==> config.mk <==
export PLATFORM = sky130hd
export DESIGN_NAME = n64_frame_tx
export DESIGN_NICKNAME = d
export VERILOG_FILES = /design/src/rtl/n64_frame_tx.sv
export SDC_FILE = /design/constraint.sdc
export NUM_CORES = 1
export LEC_CHECK = 0
export CORE_MARGIN = 2
export CORE_UTILIZATION = 35
export CTS_CLUSTER_DIAMETER = 60
export DETAILED_ROUTE_END_ITERATION = 10
export PLACE_DENSITY = 0.54
export SETUP_SLACK_MARGIN = 0.05
export SYNTH_ARGS = -nofsm -noshare
export SYNTH_HDL_FRONTEND = slang
export SYNTH_SLANG_ARGS = --single-unit
==> constraint.sdc <==
create_clock -name clk -period 2.3 [get_ports clk]
set_input_delay 0.69 -clock clk [delete_from_list [all_inputs] [get_ports clk]]
set_output_delay 0.69 -clock clk [all_outputs]
set_load 0.01 [all_outputs]
==> src/rtl/n64_frame_tx.sv <==
// N64 joybus frame transmitter: serialises a right-justified command word
// MSB-first in the 4-unit pulse-width code, then appends the console stop bit.
module n64_frame_tx #(
    parameter int UNIT_CYCLES = 12,
    parameter int MAX_BITS    = 32,
    parameter int NB_W        = $clog2(MAX_BITS + 1)
) (
    input  logic                clk,
    input  logic                reset,
    input  logic                start,
    input  logic [MAX_BITS-1:0] data,
    input  logic [NB_W-1:0]     nbits,
    output logic                line_low,
    output logic                busy,
    output logic                done
);

    localparam int UW = $clog2(UNIT_CYCLES);
    localparam logic [UW-1:0]   UNIT_LAST = UW'(UNIT_CYCLES - 1);
    localparam logic [NB_W-1:0] MAX_N     = NB_W'(MAX_BITS);

    typedef enum logic [1:0] {IDLE, BIT, STOP, FIN} state_t;

    state_t              state;
    logic [MAX_BITS-1:0] shreg;
    logic [NB_W-1:0]     bit_cnt;
    logic [UW-1:0]       unit_cnt;
    logic [1:0]          phase;

    logic [NB_W-1:0] n_clamp;
    logic [NB_W-1:0] align;
    logic            cur_bit;
    logic            unit_wrap;

    always_comb begin
        n_clamp   = (nbits > MAX_N) ? MAX_N : nbits;
        align     = MAX_N - n_clamp;
        cur_bit   = shreg[MAX_BITS-1];
        unit_wrap = (unit_cnt == UNIT_LAST);
    end

    // line_low is loaded with the level for the *next* unit so it changes
    // exactly on unit boundaries straight out of a flop.
    always_ff @(posedge clk or negedge reset) begin
        if (!reset) begin
            state    <= IDLE;
            shreg    <= '0;
            bit_cnt  <= '0;
            unit_cnt <= '0;
            phase    <= '0;
            line_low <= 1'b0;
            busy     <= 1'b0;
            done     <= 1'b0;
        end else begin
            case (state)
                IDLE: begin
                    done <= 1'b0;
                    if (start) begin
                        // Left-align the active field so its first bit sits at the MSB.
                        shreg    <= data << align;
                        bit_cnt  <= n_clamp;
                        unit_cnt <= '0;
                        phase    <= '0;
                        busy     <= 1'b1;
                        line_low <= 1'b1;
                        state    <= (n_clamp != '0) ? BIT : STOP;
                    end
                end

                BIT: begin
                    if (!unit_wrap) begin
                        unit_cnt <= unit_cnt + UW'(1);
                    end else begin
                        unit_cnt <= '0;
                        if (phase == 2'd3) begin
                            phase    <= '0;
                            line_low <= 1'b1;
                            shreg    <= shreg << 1;
                            bit_cnt  <= bit_cnt - NB_W'(1);
                            if (bit_cnt == NB_W'(1)) begin
                                state <= STOP;
                            end
                        end else begin
                            phase    <= phase + 2'd1;
                            // A zero stays low through phase 2; a one releases after phase 0.
                            line_low <= !cur_bit && (phase != 2'd2);
                        end
                    end
                end

                STOP: begin
                    if (!unit_wrap) begin
                        unit_cnt <= unit_cnt + UW'(1);
                    end else begin
                        unit_cnt <= '0;
                        line_low <= 1'b0;
                        if (phase == 2'd2) begin
                            phase <= '0;
                            busy  <= 1'b0;
                            done  <= 1'b1;
                            state <= FIN;
                        end else begin
                            phase <= phase + 2'd1;
                        end
                    end
                end

                FIN: begin
                    done  <= 1'b0;
                    state <= IDLE;
                end

                default: state <= IDLE;
            endcase
        end
    end

endmodule

==> results.json, run 1 <==
{
  "period_share_pct": 113.5,
  "yosysMostFrequentCell": "nand2_1",
  "p_seq_share_pct": 25.2,
  "cp_data_arrival_time_ns": 2.83,
  "dp.final_hpwl_microns": 12920,
  "cts_buffers": 5,
  "async_flop_share_pct": 100.0,
  "vias": 5244,
  "synth_ff_type": "dfrtp_1",
  "grt_pass1_wl_microns": 27980,
  "path_max_fanout": 5,
  "grt_max_degree": 50,
  "fin_crit_ns": 2.611,
  "synth_top_area_share_pct": 25.74,
  "synthTopCellsByCount": "nand2_1 (80), mux2i_1 (51), dfrtp_1 (49)",
  "required_ns": 2.52,
  "grt_use_met2_pct": 42.16,
  "viasPerCell": 5.775,
  "clkPwrFrac_pct": 21.5,
  "dp_slack_ns": -1.182,
  "drive_gt1_share_pct": 45.63,
  "synthCells": 542,
  "drv_slew": 0,
  "die_height_microns": 120.7,
  "dieArea_sq_um": 14560,
  "grtUsageMet1_pct": 31.09,
  "ys_ff_latch": 49,
  "clk_pin_slew_ns": 0.06,
  "setup_ws_ns": -0.3106,
  "place_area_sq_um": 6376,
  "leakage_nw": 3.127,
  "io_pins": 44,
  "power_density_nw_per_um2": 451.9,
  "slowest_delay_ns": 0.33,
  "slowest_stage": "a211o_1",
  "grt-busiest-layer": "met2",
  "skew_ns": 0.01051,
  "clockBufferDepth": 2,
  "dr.pass1.iters": 5,
  "syn_nets": 596,
  "wl_microns": 18020,
  "postRouteAntennaNets": 0,
  "core.rowCount": 42,
  "overflow": 0,
  "max_freq_mhz": 383.1,
  "hold_violations": 0,
  "worst-setup-path-type": "primary input to flip-flop",
  "place_inst": 849,
  "min-delay-path-class": "primary input to asynchronous set/reset pin",
  "synthToLayoutAreaGrowth_pct": 62.18,
  "drtIter0Drc": 447,
  "place.port_buffers": 43,
  "gp_congestion": 0.9843,
  "wl_per_cell_microns": 19.85,
  "ys_seq_area_share_pct": 25.74,
  "syn_avg_cell_area_sq_um": 8.791,
  "synth_cell_types": 72,
  "mappedNetlistArea_sq_um": 4765,
  "swShare_pct": 35.02,
  "antenna_cells": 0,
  "outcome": "finished with violations",
  "route.detailed.drc": 0,
  "fill_cells": 1137,
  "timing.hold.ws_ns": 0.3715,
  "max_slew_margin_pct": 65.32,
  "cts_htree_levels": 2,
  "setup_violations": 28,
  "clk_latency_ns": 0.30,
  "cts_num_sinks": 49,
  "crit_top_cell": "buf_4",
  "crit_path_end_kind": "flip-flop",
  "fp.dieW_microns": 120.7,
  "fin_cells": 908,
  "power.switching_w": 0.001223,
  "synth_top_cell_by_area": "dfrtp_1",
  "netlist_top_cells_area": "dfrtp_1 (26%), mux2i_1 (11%), mux4_2 (9.9%)",
  "yosys_warnings": 0,
  "p_int_w": 0.002269,
  "synth_edf_count": 0,
  "track_usage_pct": 24.67,
  "path_cells": "buf_8 > nor2b_4 > inv_8 > ha_4 > buf_4 > mux2i_4 > and3b_2 > o32ai_2 > a211o_1 > buf_4 > or2_1 > a21oi_2",
  "cap_violations": 0,
  "clock-root-buffer": "clkbuf_16",
  "cts_tree": "done",
  "gr-usage-met3_pct": 4.340,
  "irDropWorstVdd_mv": 0.2703,
  "p_comb_share_pct": 53.3,
  "antenna_found_initial": 0,
  "initial_core_util_pct": 35.98,
  "violations": "setup timing",
  "core_area_sq_um": 13240,
  "nets": 785,
  "final_area_sq_um": 7727,
  "worst_slew_pin_slew_ns": 0.5147,
  "rsz0062_at_grt": "true",
  "grt_pass1_vias": 5278,
  "critPathLaunchType": "primary input"
}
## repair_timing
action,in CTS,in global routing
buffers inserted,32,20
pin swaps,38,38
setup endpoints to repair,33,33
hold buffers,0,0
resized for setup,113,82
## sequential cells by signal, indices dropped and copies added, names as in the netlist
signal / cells
state: 2
phase: 2
shreg: 32
done: 1
busy: 1
line_low: 1
bit_cnt: 6
unit_cnt: 4
## cell usage in the layout, fill, tap and decap left out, types with 5 or more instances in the layout
master,instances
nand3_1,13
o21ai_1,9
nand2_4,5
buf_4,133
nand2_2,6
o211ai_1,5
buf_8,5
mux2i_2,8
mux4_2,21
a21oi_2,11
o32a_1,5
a21oi_1,19
nor3_1,9
buf_12,17
dfrtp_1,49
nand2_1,69
inv_1,9
buf_6,32
o21ai_0,29
mux2i_4,15
clkbuf_16,5
mux2i_1,29
a32oi_1,5
a211oi_2,6
nor2_1,35
clkdlybuf4s50_1,37
ha_1,12
## critical path: cells and delay by family
kind,cells,cell delay [ns]
multiplexers,1,0.20
adder cells (fa/ha/maj),1,0.29
AO/OA/AOI/OAI,3,0.53
AND/OR/NAND/NOR,3,0.68
buffers and inverters,4,0.44
## layout make-up
type                            instances  area (sq um)  area share, %
Tap cell                              176         220.2          2.850
Sequential cell                        49          1226          15.87
Inverter                               12         57.56         0.7448
Timing Repair Buffer                  228          2171          28.09
Clock inverter                          2         15.01         0.1943
Multi-Input combinational cell        435          3909          50.58
Clock buffer                            6         128.9          1.668
## path summary, 6_finish.rpt
path,slack (ns),end,from,cells past startpoint
setup / recovery,-0.31,shreg[12]$_DFFE_PN0P_,nbits[5],12
hold / removal,0.37,bit_cnt[5]$_DFFE_PN0P_,reset,2
setup reg to reg,0.12,shreg[28]$_DFFE_PN0P_,unit_cnt[0]$_DFFE_PN0P_,7
hold reg to reg,0.49,shreg[3]$_DFFE_PN0P_,shreg[3]$_DFFE_PN0P_,2
max in group asynchronous,1.69,line_low$_DFFE_PN0P_,reset,2
min in group clk,0.49,shreg[3]$_DFFE_PN0P_,shreg[3]$_DFFE_PN0P_,2
## metal layers
layer  routed length (microns)  vias up
li1                          -     2431
met1                      7442     2574
met2                      8974      196
met3                       974       43
met4                       632        0
met5                         0        -
## logic make-up (layout without fill, tap and decap cells)
family / after synthesis / after routing / synth area share (%)
simple gates: 185 / 185 / 18.28
compound gates: 158 / 158 / 22.93
mux: 76 / 76 / 21.82
buf+inv: 58 / 248 / 6.487
flops: 49 / 49 / 25.74
fa+ha+maj: 13 / 13 / 3.414
xor+xnor: 3 / 3 / 1.339
## power groups by stage
stage | combinational [W] | clock (W) | sequential [W]
after floorplan | 0.000784 | 0 | 0.000897
after global placement | 0.00135 | 0 | 0.000897
after detailed placement | 0.00137 | 0 | 0.000897
after CTS | 0.00164 | 0.000782 | 0.000880
after global routing | 0.00196 | 0.000804 | 0.000881
final | 0.00186 | 0.000749 | 0.000880
## per-stage QoR
| step | total power [W] | utilization (%) | TNS (ns) |
|---|---|---|---|
| 6_report | 0.003492 | 58.35 | -5.652 |
| 2_1_floorplan | 0.001680 | - | -18.21 |
| 3_5_place_dp | 0.002265 | 48.15 | -31.74 |
| 5_1_grt | 0.003647 | 58.35 | -6.949 |
| 3_3_place_gp | 0.002251 | 48.15 | -28.96 |
| 4_1_cts | 0.003305 | 54.37 | -4.002 |
(Power assumes the default switching activity.)
==> inputs of run 2 (changes only) <==
--- a/config.mk
+++ b/config.mk
@@ -9,8 +9,10 @@
 export CORE_UTILIZATION = 35
 export CTS_CLUSTER_DIAMETER = 60
 export DETAILED_ROUTE_END_ITERATION = 10
+export HOLD_SLACK_MARGIN = 0.03
 export PLACE_DENSITY = 0.54
 export SETUP_SLACK_MARGIN = 0.05
+export SLEW_MARGIN = 20
 export SYNTH_ARGS = -nofsm -noshare
 export SYNTH_HDL_FRONTEND = slang
 export SYNTH_SLANG_ARGS = --single-unit
==> results of run 2 <==
No change in the layout: final DEF, timing and power equal those of run 1.
==> inputs of run 3 (changes only) <==
--- a/config.mk
+++ b/config.mk
@@ -10,7 +10,7 @@
 export CTS_CLUSTER_DIAMETER = 60
 export DETAILED_ROUTE_END_ITERATION = 10
 export HOLD_SLACK_MARGIN = 0.03
-export PLACE_DENSITY = 0.54
+export PLACE_DENSITY_LB_ADDON = 0.3
 export SETUP_SLACK_MARGIN = 0.05
 export SLEW_MARGIN = 20
 export SYNTH_ARGS = -nofsm -noshare
==> run 3 against run 2 <==
The flow still finishes with violations (setup timing). Maximum frequency down 0.83%. Worst hold slack got worse by 0.024 ns. Clock skew shrank 0.0033 ns. Cell count is 1.9% lower. Final area is 1.5% lower. Via count up 0.42%. Sequential power about the same. Critical path depth increased by 1. Clock-buffer cell count is the same. First-iteration DRC count is 13% lower. Register-to-register slack barely moved. Non-clock buffer count fell by 17. Largest cell class unchanged. Highest routed layer unchanged.
==> results.json, run 3 (same netlist as run 1, synthesis figures left out) <==
{
  "clkPwrFrac_pct": 24.8,
  "period_share_pct": 114.5,
  "largest_reg_flops": 32,
  "swShare_pct": 34.35,
  "overflow": 0,
  "initial_core_util_pct": 35.98,
  "synthToLayoutAreaGrowth_pct": 59.74,
  "finalSetupTns_ns": -5.170,
  "dp_slack_ns": -1.202,
  "clockBufferDepth": 2,
  "die_height_microns": 120.7,
  "io_pins": 44,
  "cts_num_sinks": 49,
  "p_int_w": 0.002364,
  "antenna_found_initial": 0,
  "p_seq_share_pct": 24.5,
  "max_slew_margin_pct": 66.52,
  "dr.pass1.iters": 5,
  "viasPerCell": 5.910,
  "drv_slew": 0,
  "violations": "setup timing",
  "crit_path_end_kind": "flip-flop",
  "core_area_sq_um": 13240,
  "grt_max_degree": 40,
  "cts_tree": "done",
  "wl_per_cell_microns": 20.35,
  "cts_htree_levels": 2,
  "path_max_fanout": 6,
  "rsz0062_at_grt": "true",
  "leakage_nw": 3.037,
  "drive_gt1_share_pct": 45.03,
  "clk_latency_ns": 0.30,
  "core.rowCount": 42,
  "final_area_sq_um": 7611,
  "vias": 5266,
  "power.switching_w": 0.001237,
  "fin_cells": 891,
  "cts_buffers": 5,
  "p_comb_share_pct": 50.7,
  "cp_data_arrival_time_ns": 2.86,
  "fp.dieW_microns": 120.7,
  "irDropWorstVdd_mv": 0.3189,
  "regMostFlops": "shreg",
  "setup_violations": 28,
  "max_freq_mhz": 379.9,
  "place_inst": 852,
  "place.port_buffers": 43,
  "timing.hold.ws_ns": 0.3472,
  "hold_violations": 0,
  "route.detailed.drc": 0,
  "clk_pin_slew_ns": 0.07,
  "nets": 768,
  "cap_violations": 0,
  "setup_ws_ns": -0.3324,
  "final_cell_mix": "buf_4 (124), nand2_1 (71), dfrtp_1 (49), nor2_1 (36), clkdlybuf4s50_1 (36)",
  "layout_commonest_cell": "buf_4",
  "worst-setup-path-type": "primary input to flip-flop",
  "worst_slew_pin_slew_ns": 0.5022,
  "power_density_nw_per_um2": 473.0,
  "rrSetupSlack_ns": 0.13,
  "grt_pass1_wl_microns": 27190,
  "wl_microns": 18130,
  "dieArea_sq_um": 14560,
  "top_regs": "shreg (32), bit_cnt (6), unit_cnt (4)",
  "required_ns": 2.53,
  "grt_pass1_vias": 5197,
  "skew_ns": 0.007197,
  "min-delay-path-class": "primary input to asynchronous set/reset pin",
  "dp.final_hpwl_microns": 12970,
  "track_usage_pct": 23.57,
  "gp_congestion": 0.9925,
  "postCtsHoldBufs": 0,
  "drtIter0Drc": 391,
  "place_area_sq_um": 6399,
  "fill_cells": 1117,
  "antenna_cells": 0,
  "outcome": "finished with violations",
  "critPathLaunchType": "primary input",
  "fin_crit_ns": 2.632,
  "postRouteAntennaNets": 0,
  "clock-root-buffer": "clkbuf_16"
}
==> run 3: changes by cell type in the layout (fill, tap and decap cells not counted), moves of 3 or more <==
cell / previous run / this run
buf_4: 133 / 124
mux2i_2: 8 / 15
mux2i_1: 29 / 23
buf_12: 17 / 12
nor3_2: 2 / 6
dlygate4sd2_1: 0 / 3
nand2_4: 5 / 2
nor2_2: 3 / 0
nor3_1: 9 / 6
==> run 3: area by class of cell <==
type / instances / area [sq um] / share of cell area [%]
clock buffers: 6 / 138.9 / 1.825
clock inverters: 2 / 37.54 / 0.4932
inverters: 12 / 52.55 / 0.6904
multi-input cells: 435 / 3951 / 51.92
flip-flops and latches: 49 / 1226 / 16.11
well taps: 176 / 220.2 / 2.893
repair buffers: 211 / 1984 / 26.07
==> run 3: repair_timing <==
item / CTS / global route
setup endpoints to repair: 32 / 36
resized for setup: 112 / 73
cloned: 1 / 0
setup buffers: 18 / 15
pin swaps: 35 / 41
endpoints found under the hold margin: 0 / 0
==> run 3: critical path: stages <==
cell and delay [ns]:
buf_8 0.11, nor2b_4 0.17, inv_8 0.04, ha_4 0.24
buf_6 0.14, buf_6 0.11, mux2i_4 0.19, and3b_2 0.28
o32ai_2 0.08, a211o_1 0.30, buf_4 0.14, or2_1 0.23
a21oi_2 0.13
==> run 3: worst paths after layout <==
| kind | depth (start not counted) | endpoint | start |
|---|---|---|---|
| worst max-delay path | 13 | shreg[12]$_DFFE_PN0P_ | nbits[5] |
| worst min-delay path | 1 | state[0]$_DFFE_PN0P_ | reset |
| worst max register to register | 9 | shreg[23]$_DFFE_PN0P_ | state[1]$_DFFE_PN0P_ |
| worst min register to register | 2 | shreg[8]$_DFFE_PN0P_ | shreg[8]$_DFFE_PN0P_ |
| max in group asynchronous | 2 | shreg[0]$_DFFE_PN0P_ | reset |
| min in group clk | 2 | shreg[8]$_DFFE_PN0P_ | shreg[8]$_DFFE_PN0P_ |
==> run 3: power groups by stage <==
stage	Clock [W]	Sequential (W)	Combinational, W
floorplan	0	0.000897	0.000784
global placement	0	0.000897	0.00133
detailed placement	0	0.000897	0.00135
CTS	0.000899	0.000881	0.00158
global route	0.000923	0.000881	0.00191
finish	0.000892	0.000881	0.00183
==> run 3: layer usage <==
metal / track usage, % / up-vias / routed length, microns
met2: 39.97 / 219 / 8954
met4: 10.32 / 0 / 857
met3: 3.396 / 59 / 978
met1: 29.80 / 2603 / 7339
met5: 0 / - / 0
li1: - / 2385 / -
==> run 3: through the flow <==
stage / utilization (%) / total power, W
finish: 57.47 / 0.003600
global route: 57.47 / 0.003715
CTS: 53.91 / 0.003360
detailed placement: 48.32 / 0.002250
global placement: 48.32 / 0.002226
floorplan: - / 0.001680
